File: src/rtl/sumador_pkg.sv
// Shared types, defaults and helpers for the pipelined CLA adder/subtractor.
package sumador_pkg;

    typedef enum logic {SUMA = 1'b0, RESTA = 1'b1} t_modo_suma;

    localparam int N_DEF      = 32;
    localparam int G_DEF      = 4;
    localparam int ETAPAS_DEF = 2;

    // Two's-complement overflow: same-sign operands giving a result of the other sign.
    function automatic logic desborde_f(input logic a_msb, input logic b_msb, input logic r_msb);
        return (a_msb == b_msb) && (r_msb != a_msb);
    endfunction

    // Flattened lookahead carry into position i from generate/propagate vectors:
    // c[i] = cin&p[0..i-1] | OR_j g[j]&p[j+1..i-1]. Each term is an independent AND,
    // so the result is a sum of products rather than a ripple chain. Supports up to
    // 64 positions, well above any practical group or groups-per-slice count.
    function automatic logic carry_la(input logic [63:0] g, input logic [63:0] p,
                                      input logic cin, input int i);
        logic c;
        logic t;
        c = cin;
        for (int j = 0; j < i; j++) c = c & p[j];
        for (int j = 0; j < i; j++) begin
            t = g[j];
            for (int m = j + 1; m < i; m++) t = t & p[m];
            c = c | t;
        end
        return c;
    endfunction

endpackage

File: src/rtl/cla_bloque.sv
// G-bit carry-lookahead group: sum bits plus group generate/propagate for the
// lookahead unit one level up.
module cla_bloque
    import sumador_pkg::*;
#(
    parameter int G = 4
) (
    input  logic [G-1:0] a,
    input  logic [G-1:0] b,
    input  logic         cin,
    output logic [G-1:0] s,
    output logic         gen,
    output logic         prop
);

    logic [G-1:0] w_g;
    logic [G-1:0] w_p;
    logic [G-1:0] w_c;

    assign w_g = a & b;
    assign w_p = a ^ b;

    // Every bit carry is resolved directly from cin and the bit g/p terms.
    always_comb begin
        w_c = '0;
        for (int i = 0; i < G; i++) w_c[i] = carry_la(64'(w_g), 64'(w_p), cin, i);
    end

    assign s    = w_p ^ w_c;
    assign gen  = carry_la(64'(w_g), 64'(w_p), 1'b0, G);
    assign prop = &w_p;

endmodule

File: src/rtl/sumador_cla_segmentado.sv
// Pipelined carry-lookahead adder/subtractor. Stage k resolves slice k of the
// operands; the slice carry, the finished low result bits and the still
// unprocessed high operand bits travel together down the pipe.
module sumador_cla_segmentado
    import sumador_pkg::*;
#(
    parameter int N      = N_DEF,
    parameter int G      = G_DEF,
    parameter int ETAPAS = ETAPAS_DEF
) (
    input  logic         clk,
    input  logic         rst_n,
    input  logic         ValidoIn,
    output logic         ListoIn,
    input  logic [N-1:0] Operando1,
    input  logic [N-1:0] Operando2,
    input  logic         CarryIn,
    input  logic         Modo,
    output logic         ValidoOut,
    input  logic         ListoOut,
    output logic [N-1:0] Resultado,
    output logic         CarryOut,
    output logic         Desborde,
    output logic         Cero
);

    localparam int W  = N / ETAPAS;  // slice width per stage
    localparam int NG = W / G;       // lookahead groups per slice

    if ((ETAPAS < 1) || (N % (G * ETAPAS) != 0)) begin : g_chk_param
        $fatal(1, "sumador_cla_segmentado: N must be a multiple of G*ETAPAS, ETAPAS >= 1");
    end

    t_modo_suma   w_modo;
    logic [N-1:0] w_b_ef;
    logic         w_cin_ef;
    logic         w_avanza;

    // Subtraction is A + ~B + 1: invert B up front, force the incoming carry.
    assign w_modo   = t_modo_suma'(Modo);
    assign w_b_ef   = (w_modo == RESTA) ? ~Operando2 : Operando2;
    assign w_cin_ef = (w_modo == RESTA) ? 1'b1 : CarryIn;

    // Whole pipe moves in lockstep; it only freezes when the tail is full and blocked.
    assign w_avanza = !g_etapa[ETAPAS-1].r_v || ListoOut;
    assign ListoIn  = w_avanza;

    for (genvar k = 0; k < ETAPAS; k++) begin : g_etapa
        localparam int LO = k * W;

        logic [N-LO-1:0]    w_a_rest;
        logic [N-LO-1:0]    w_b_rest;
        logic [(k+1)*W-1:0] w_acc;
        logic               w_ci;
        logic               w_vin;
        logic [W-1:0]       w_a;
        logic [W-1:0]       w_b;
        logic [W-1:0]       w_s;
        logic [NG-1:0]      w_gg;
        logic [NG-1:0]      w_gp;
        logic [NG:0]        w_gc;
        logic               r_v;
        logic               r_c;
        logic [(k+1)*W-1:0] r_s;

        if (k == 0) begin : g_ent
            assign w_a_rest = Operando1;
            assign w_b_rest = w_b_ef;
            assign w_ci     = w_cin_ef;
            assign w_vin    = ValidoIn;
            assign w_acc    = w_s;
        end else begin : g_ent
            assign w_a_rest = g_etapa[k-1].g_fwd.r_a;
            assign w_b_rest = g_etapa[k-1].g_fwd.r_b;
            assign w_ci     = g_etapa[k-1].r_c;
            assign w_vin    = g_etapa[k-1].r_v;
            assign w_acc    = {w_s, g_etapa[k-1].r_s};
        end

        assign w_a = w_a_rest[W-1:0];
        assign w_b = w_b_rest[W-1:0];

        for (genvar j = 0; j < NG; j++) begin : g_grp
            cla_bloque #(.G(G)) u_cla (
                .a    (w_a[j*G +: G]),
                .b    (w_b[j*G +: G]),
                .cin  (w_gc[j]),
                .s    (w_s[j*G +: G]),
                .gen  (w_gg[j]),
                .prop (w_gp[j])
            );
        end

        // Group-level lookahead: every group carry straight from the slice carry-in.
        always_comb begin
            w_gc = '0;
            for (int i = 0; i <= NG; i++) w_gc[i] = carry_la(64'(w_gg), 64'(w_gp), w_ci, i);
        end

        // Stage valid shifts every advance; data only loads with a real beat so
        // the outputs keep their last result across bubbles.
        always_ff @(posedge clk or negedge rst_n) begin
            if (!rst_n) begin
                r_v <= 1'b0;
                r_c <= 1'b0;
                r_s <= '0;
            end else if (w_avanza) begin
                r_v <= w_vin;
                if (w_vin) begin
                    r_c <= w_gc[NG];
                    r_s <= w_acc;
                end
            end
        end

        if (k < ETAPAS - 1) begin : g_fwd
            logic [N-LO-W-1:0] r_a;
            logic [N-LO-W-1:0] r_b;

            // High operand bits not yet consumed ride along with the beat.
            always_ff @(posedge clk or negedge rst_n) begin
                if (!rst_n) begin
                    r_a <= '0;
                    r_b <= '0;
                end else if (w_avanza && w_vin) begin
                    r_a <= w_a_rest[N-LO-1:W];
                    r_b <= w_b_rest[N-LO-1:W];
                end
            end
        end else begin : g_fin
            logic r_desb;
            logic r_cero;

            // Flags need the full-width result, which only exists in the last stage.
            always_ff @(posedge clk or negedge rst_n) begin
                if (!rst_n) begin
                    r_desb <= 1'b0;
                    r_cero <= 1'b0;
                end else if (w_avanza && w_vin) begin
                    r_desb <= desborde_f(w_a[W-1], w_b[W-1], w_s[W-1]);
                    r_cero <= (w_acc == '0);
                end
            end
        end
    end

    assign ValidoOut = g_etapa[ETAPAS-1].r_v;
    assign Resultado = g_etapa[ETAPAS-1].r_s;
    assign CarryOut  = g_etapa[ETAPAS-1].r_c;
    assign Desborde  = g_etapa[ETAPAS-1].g_fin.r_desb;
    assign Cero      = g_etapa[ETAPAS-1].g_fin.r_cero;

endmodule

File: config.mk
export PLATFORM = sky130hd
export DESIGN_NAME = sumador_cla_segmentado
export DESIGN_NICKNAME = d
export VERILOG_FILES = /design/src/rtl/sumador_pkg.sv /design/src/rtl/cla_bloque.sv /design/src/rtl/sumador_cla_segmentado.sv
export SDC_FILE = /design/constraint.sdc
export NUM_CORES = 1
export LEC_CHECK = 0
export CORE_MARGIN = 5
export CORE_UTILIZATION = 45
export DETAILED_ROUTE_END_ITERATION = 8
export PLACE_DENSITY = 0.72
export SYNTH_ARGS = -nofsm -noshare
export SYNTH_HDL_FRONTEND = slang
export SYNTH_SLANG_ARGS = --single-unit
File: constraint.sdc
create_clock -name clk -period 5.85 [get_ports clk]
set_input_delay 0.8775 -clock clk [delete_from_list [all_inputs] [get_ports clk]]
set_output_delay 0.8775 -clock clk [all_outputs]
set_load 0.005 [all_outputs]
* Word-level counts from Yosys, hierarchy flattened
Index checks and enable logic that the tools add are counted.
Widths: inputs -> output; s select.
** Storage, ports and cells
- Input bits :: 70
- Register bits :: 86
- Output and inout bits :: 37
- Logic and storage cells :: 239
** Cells by class
- Eq/ne operators :: 2
- Bitwise gates (word level) :: 209
- Reductions and logical operators :: 16
- Multiplexer cells :: 2
** Operators with widths (number)
- $and 1x1->1 :: 92
- $or 1x1->1 :: 92
- $xor 4x4->4 :: 16
- $and 4x4->4 :: 8
- $logic_not 32->1 :: 1
- $mux 32 :: 1
- $not 32->32 :: 1
- $reduce_and 4->1 :: 8
- $reduce_and 2->1 :: 2
- $logic_and 1x1->1 :: 3
- $eq 1x1->1 :: 1
- $logic_not 1->1 :: 1
- $logic_or 1x1->1 :: 1
- $mux 1 :: 1
- $ne 1x1->1 :: 1

* Longest topological paths before layout
- Word-level depth :: 21
- Depth in mapped cells :: 14

* Hierarchy
From an unflattened synthesis, not the netlist that was laid out.
** Second synthesis, totals
- Cells, all modules :: 442
- Area, all modules :: 5203.7 um^2
** By module, submodules not included
- sumador_cla_segmentado :: times used 1, area an instance 3807.4 um^2, cells an instance 270, sequential area each 2152.1 um^2
- cla_bloque at g_etapa[0].g_grp[3].u_cla ... :: times used 5, area an instance 180.2 um^2, cells an instance 23, sequential area each 0.0 um^2
- cla_bloque at g_etapa[0].g_grp[0].u_cla ... :: times used 3, area an instance 165.2 um^2, cells an instance 19, sequential area each 0.0 um^2

* Worst setup path before layout
No wires, ideal clock.
- Path type :: in2reg
- Start point :: input Modo
- End point :: register g_etapa[0].r_s[15]
- Setup slack :: 2.694 ns
- Setup time :: 0.127 ns
- Cell stages on the path :: 14
- Arrival :: 3.029 ns
- Path buffers :: 2
- Path through :: buf_4 -> buf_2 -> xor2_1 -> ha_1 -> a21o_1 -> o2111ai_1 -> nand2_1 -> o22a_1 -> ha_1 -> nand2_1 -> nand2_1 -> a21oi_1 -> xor2_1 -> o21ai_0
** Between the ends
- Cells in the longest elaborated chain, start to end :: 20
- Elaborated cells on any way between the ends :: 59
- Classes of those cells :: mux: 2; bitwise: 54; reduce/logical: 3
** Ends and longest elaborated chain
- from (decl) :: RTL line sumador_cla_segmentado.sv:18 : input logic Modo,
- $mux 32 :: RTL line sumador_cla_segmentado.sv:41 : assign w_b_ef = (w_modo == RESTA) ? ~Operando2 : Operando2;
- $and 4x4->4 / $xor 4x4->4 (equally long branches) :: RTL line cla_bloque.sv:20, cla_bloque.sv:21
- $and 1x1->1 (3 in series) :: RTL line sumador_pkg.sv:27 : for (int m = j + 1; m < i; m++) t = t & p[m];
- $or 1x1->1 (3 in series) :: RTL line sumador_pkg.sv:28 : c = c | t;
- $and 1x1->1 (2 in series) :: RTL line sumador_pkg.sv:27
- $or 1x1->1 (3 in series) :: RTL line sumador_pkg.sv:28
- $and 1x1->1 (3 in series) :: RTL line sumador_pkg.sv:24 : for (int j = 0; j < i; j++) c = c & p[j];
- $or 1x1->1 (3 in series) :: RTL line sumador_pkg.sv:28
- $xor 4x4->4 (*) :: RTL line cla_bloque.sv:29 : assign s = w_p ^ w_c;
- to (signal assigned) :: RTL line sumador_cla_segmentado.sv:111 : r_s <= w_acc;
- to (decl) :: RTL line sumador_cla_segmentado.sv:64 : logic [(k+1)*W-1:0] r_s;
Every way passes the cells marked *; elsewhere a longest branch is shown, timed or not.
A chain may end at the register's enable or synchronous reset.

* Worst setup path in the final report
Same ends and word-level chain as after synthesis.

==> summary.txt <==
Floorplanning
  • Die H: 115 µm
  • Core area: 0.0108 mm²
  • # IOs: 107
  • Die X-Extent: 115 µm
  • Starting density of the core: 0.458
  • FP Rows: 38
  • Die Area: around 0.013 mm²

Critical path
  • CP Capture Type: flop
  • Worst path required time: 6.09 ns
  • CP Launch Type: input pin
  • Worst path arrival time: 3.59 ns
  • Critical Path Fanout Max: 34
  • Crit Path Category: input pin to flop

Global routing
  • Total track usage: 0.169
  • Global route total overflow: 0
  • Vias in the first global route: 3690
  • First-pass GRT wire length: ~18 mm
  • Initial antenna violation count: 0
  • Largest net degree at the start of global routing: 87

Synth
  • Mapped cell area: 0.00496 mm²
  • Post-synth EDFFs: 0
  • FFs w/ async S/R, synth: 1.00
  • #FFs+latches synth: 86
  • Yosys warnings: 0
  • Syn Inst Count: 458
  • Sequential cell area fraction in the yosys report: 0.434
  • Post-synthesis cell type count: 45
  • Syn Area/Cell: ~11 µm²
  • Prevailing post-synth register cell: dfrtp_1
  • Mapped Nets: between 500 and 600

STA
  • Crit path time final: 3.35 ns
  • Worst-margin pin slew: 1.07 ns
  • # setup viols final: 0
  • Skew final: around 0.0095 ns
  • Final hold violations: 0
  • RSZ-0062 raised after global routing: no
  • Fin crit share: 0.573
  • Hold slack: 0.484 ns
  • Slew Limit Headroom: 0.285
  • Pins Over Slew Limit: 0
  • Final worst slack: roughly 2.5 ns
  • Fmax: 298 MHz
  • Final TNS setup: 0 ns

Routing
  • Vias/cell: ~5.1
  • WL met3: 459 µm
  • DR iter-0 viols: 146
  • WL met2: 5.20 mm
  • Average wire per standard cell: 15.2 µm
  • DRC violations left: 0
  • Detailed Routing Iterations Pass 1: 4
  • Top Layer Used: met4
  • Antenna viol nets, final: 0
  • Routed wire length: 10.7 mm
  • Via count: roughly 3600
  • M1 WL: roughly 4.9 mm

CTS
  • Post-CTS sizing: 0
  • TritonCTS Buffers: 9
  • CTS clk-pin slew, worst paths: around 0.08 ns
  • Clock Path Buffers: 2
  • CTS Hold Bufs: 0
  • CTS sink cnt: 86
  • Post-CTS setup buffer count: 0
  • CTS root buf: clkbuf_8
  • Clock Latency Late Sink: 0.37 ns
  • CTS tree: built
  • Htree depth: 3

Min path
  • Hold Crit Class: flop to flop

Place
  • Place WS: between 2 and 2.5 ns
  • Final GP Congestion: 0.843
  • Placed cells: 687
  • Detail Placement HPWL: roughly 8.4 mm
  • Port Buffer Count: 106

Cells and area
  • Finished Layout Cells: about 700
  • Layout Nets: 676
  • Synthesis-to-finish area growth: 27.4%
  • ANT cells: 0
  • Core occupancy in the finished layout: 0.583
  • Share of layout cells above drive strength 1: 0.124

Power
  • Maximum VDD drop: 0.000172 V
  • Power density cells: approximately 370 mW/mm²
  • Leakage: 2.85 nW

Flow run
  • Max Cap Viol: 0

Status
  • Status: completed
## where the power goes
group / leakage, nW / switching [W] / total (W) / internal (W)
clock network: 0.113 / 0.000217 / 0.000451 / 0.000234
registers: 1.04 / 0.000126 / 0.000914 / 0.000788
logic: 1.70 / 0.000429 / 0.000984 / 0.000556
## cells by family (layout without fill, tap and decap cells)
logic type      count (synthesis)  count (layout)  share of synthesized area
buf+inv                        38             143                     0.0356
simple gates                   94              94                     0.0883
flops                          86              86                      0.434
mux                            39              39                     0.0885
compound gates                 98              98                      0.122
fa+ha+maj                      48              48                      0.133
xor+xnor                       55              55                     0.0986
## metal layers
| metal | vias to the layer above | global-route usage |
|---|---|---|
| met5 | - | 0 |
| met4 | 0 | 0.0689 |
| met3 | 11 | 0.0237 |
| met2 | 71 | 0.277 |
| met1 | 1697 | 0.226 |
| li1 | 1776 | - |
## layout make-up
class	instances	area, µm²
flip-flops and latches	86	2150
fillers	973	4520
well taps	140	175
repair buffers	108	1070
inverters	19	71.3
multi-input cells	334	2630
clock buffers	12	165
clock inverters	4	52.6
## sequential cells by signal (all words and copies together) (netlist names), 16 cells and up
name and count:
Resultado 32, g_etapa.g_fwd.r_b 16, g_etapa.g_fwd.r_a 16, g_etapa.r_s 16
## placed cells by master (no fill, tap or decap), types with 4 or more instances in the layout
cell	n
clkdlybuf4s50_1	104
nand2b_1	5
inv_1	18
nor3_1	4
nor4_1	4
xnor2_1	27
nand2_1	54
nor2_1	8
fa_1	8
mux2_2	39
o21ai_0	45
dfrtp_1	86
xor2_1	27
nand4_1	6
a211oi_1	5
o21a_1	6
a21o_1	8
a21oi_1	16
clkbuf_8	12
ha_1	40
## cells in the mapped netlist (5+ instances only)
| cell | n | area share |
|---|---|---|
| dfrtp_1 | 86 | 0.43 |
| nand2_1 | 55 | 0.042 |
| o21ai_0 | 45 | 0.045 |
| ha_1 | 40 | 0.10 |
| mux2_2 | 39 | 0.089 |
| xnor2_1 | 27 | 0.048 |
| xor2_1 | 27 | 0.048 |
| inv_1 | 18 | 0.014 |
| a21oi_1 | 16 | 0.016 |
| buf_2 | 12 | 0.012 |
| a21o_1 | 8 | 0.012 |
| fa_1 | 8 | 0.032 |
| nor2_1 | 8 | 0.0061 |
| nand4_1 | 6 | 0.0076 |
| o21a_1 | 6 | 0.0091 |
| a211oi_1 | 5 | 0.0076 |
| nand2b_1 | 5 | 0.0063 |
## through the flow
step	power [W]	instance area, µm²
2_1_floorplan	0.00145	4960
6_report	0.00235	6320
3_3_place_gp	0.00189	6100
5_1_grt	0.00251	6320
4_1_cts	0.00237	6320
3_5_place_dp	0.00192	6100
## critical path: stages
cell	delay [ns]
buf_2	0.68
xor2_1	0.17
ha_1	0.37
a21o_1	0.21
o2111ai_1	0.24
nand2_1	0.09
o22a_1	0.19
ha_1	0.19
nand2_1	0.06
nand2_1	0.07
a21oi_1	0.19
xor2_1	0.15
o21ai_0	0.08
## final timing paths
kind                                         start                 endpoint  slack, ns  cells after the start
max                                           Modo       g_etapa[0].r_s[15]       2.50                     13
min                                  Resultado[31]            Resultado[31]       0.48                      2
max reg2reg                g_etapa[0].g_fwd.r_a[3]                     Cero       2.64                     12
min reg2reg                          Resultado[31]            Resultado[31]       0.48                      2
max in group asynchronous                    rst_n             Resultado[7]       4.46                      1
min in group asynchronous                    rst_n  g_etapa[0].g_fwd.r_a[5]       0.67                      1
Power figures use the tool's default switching activity.
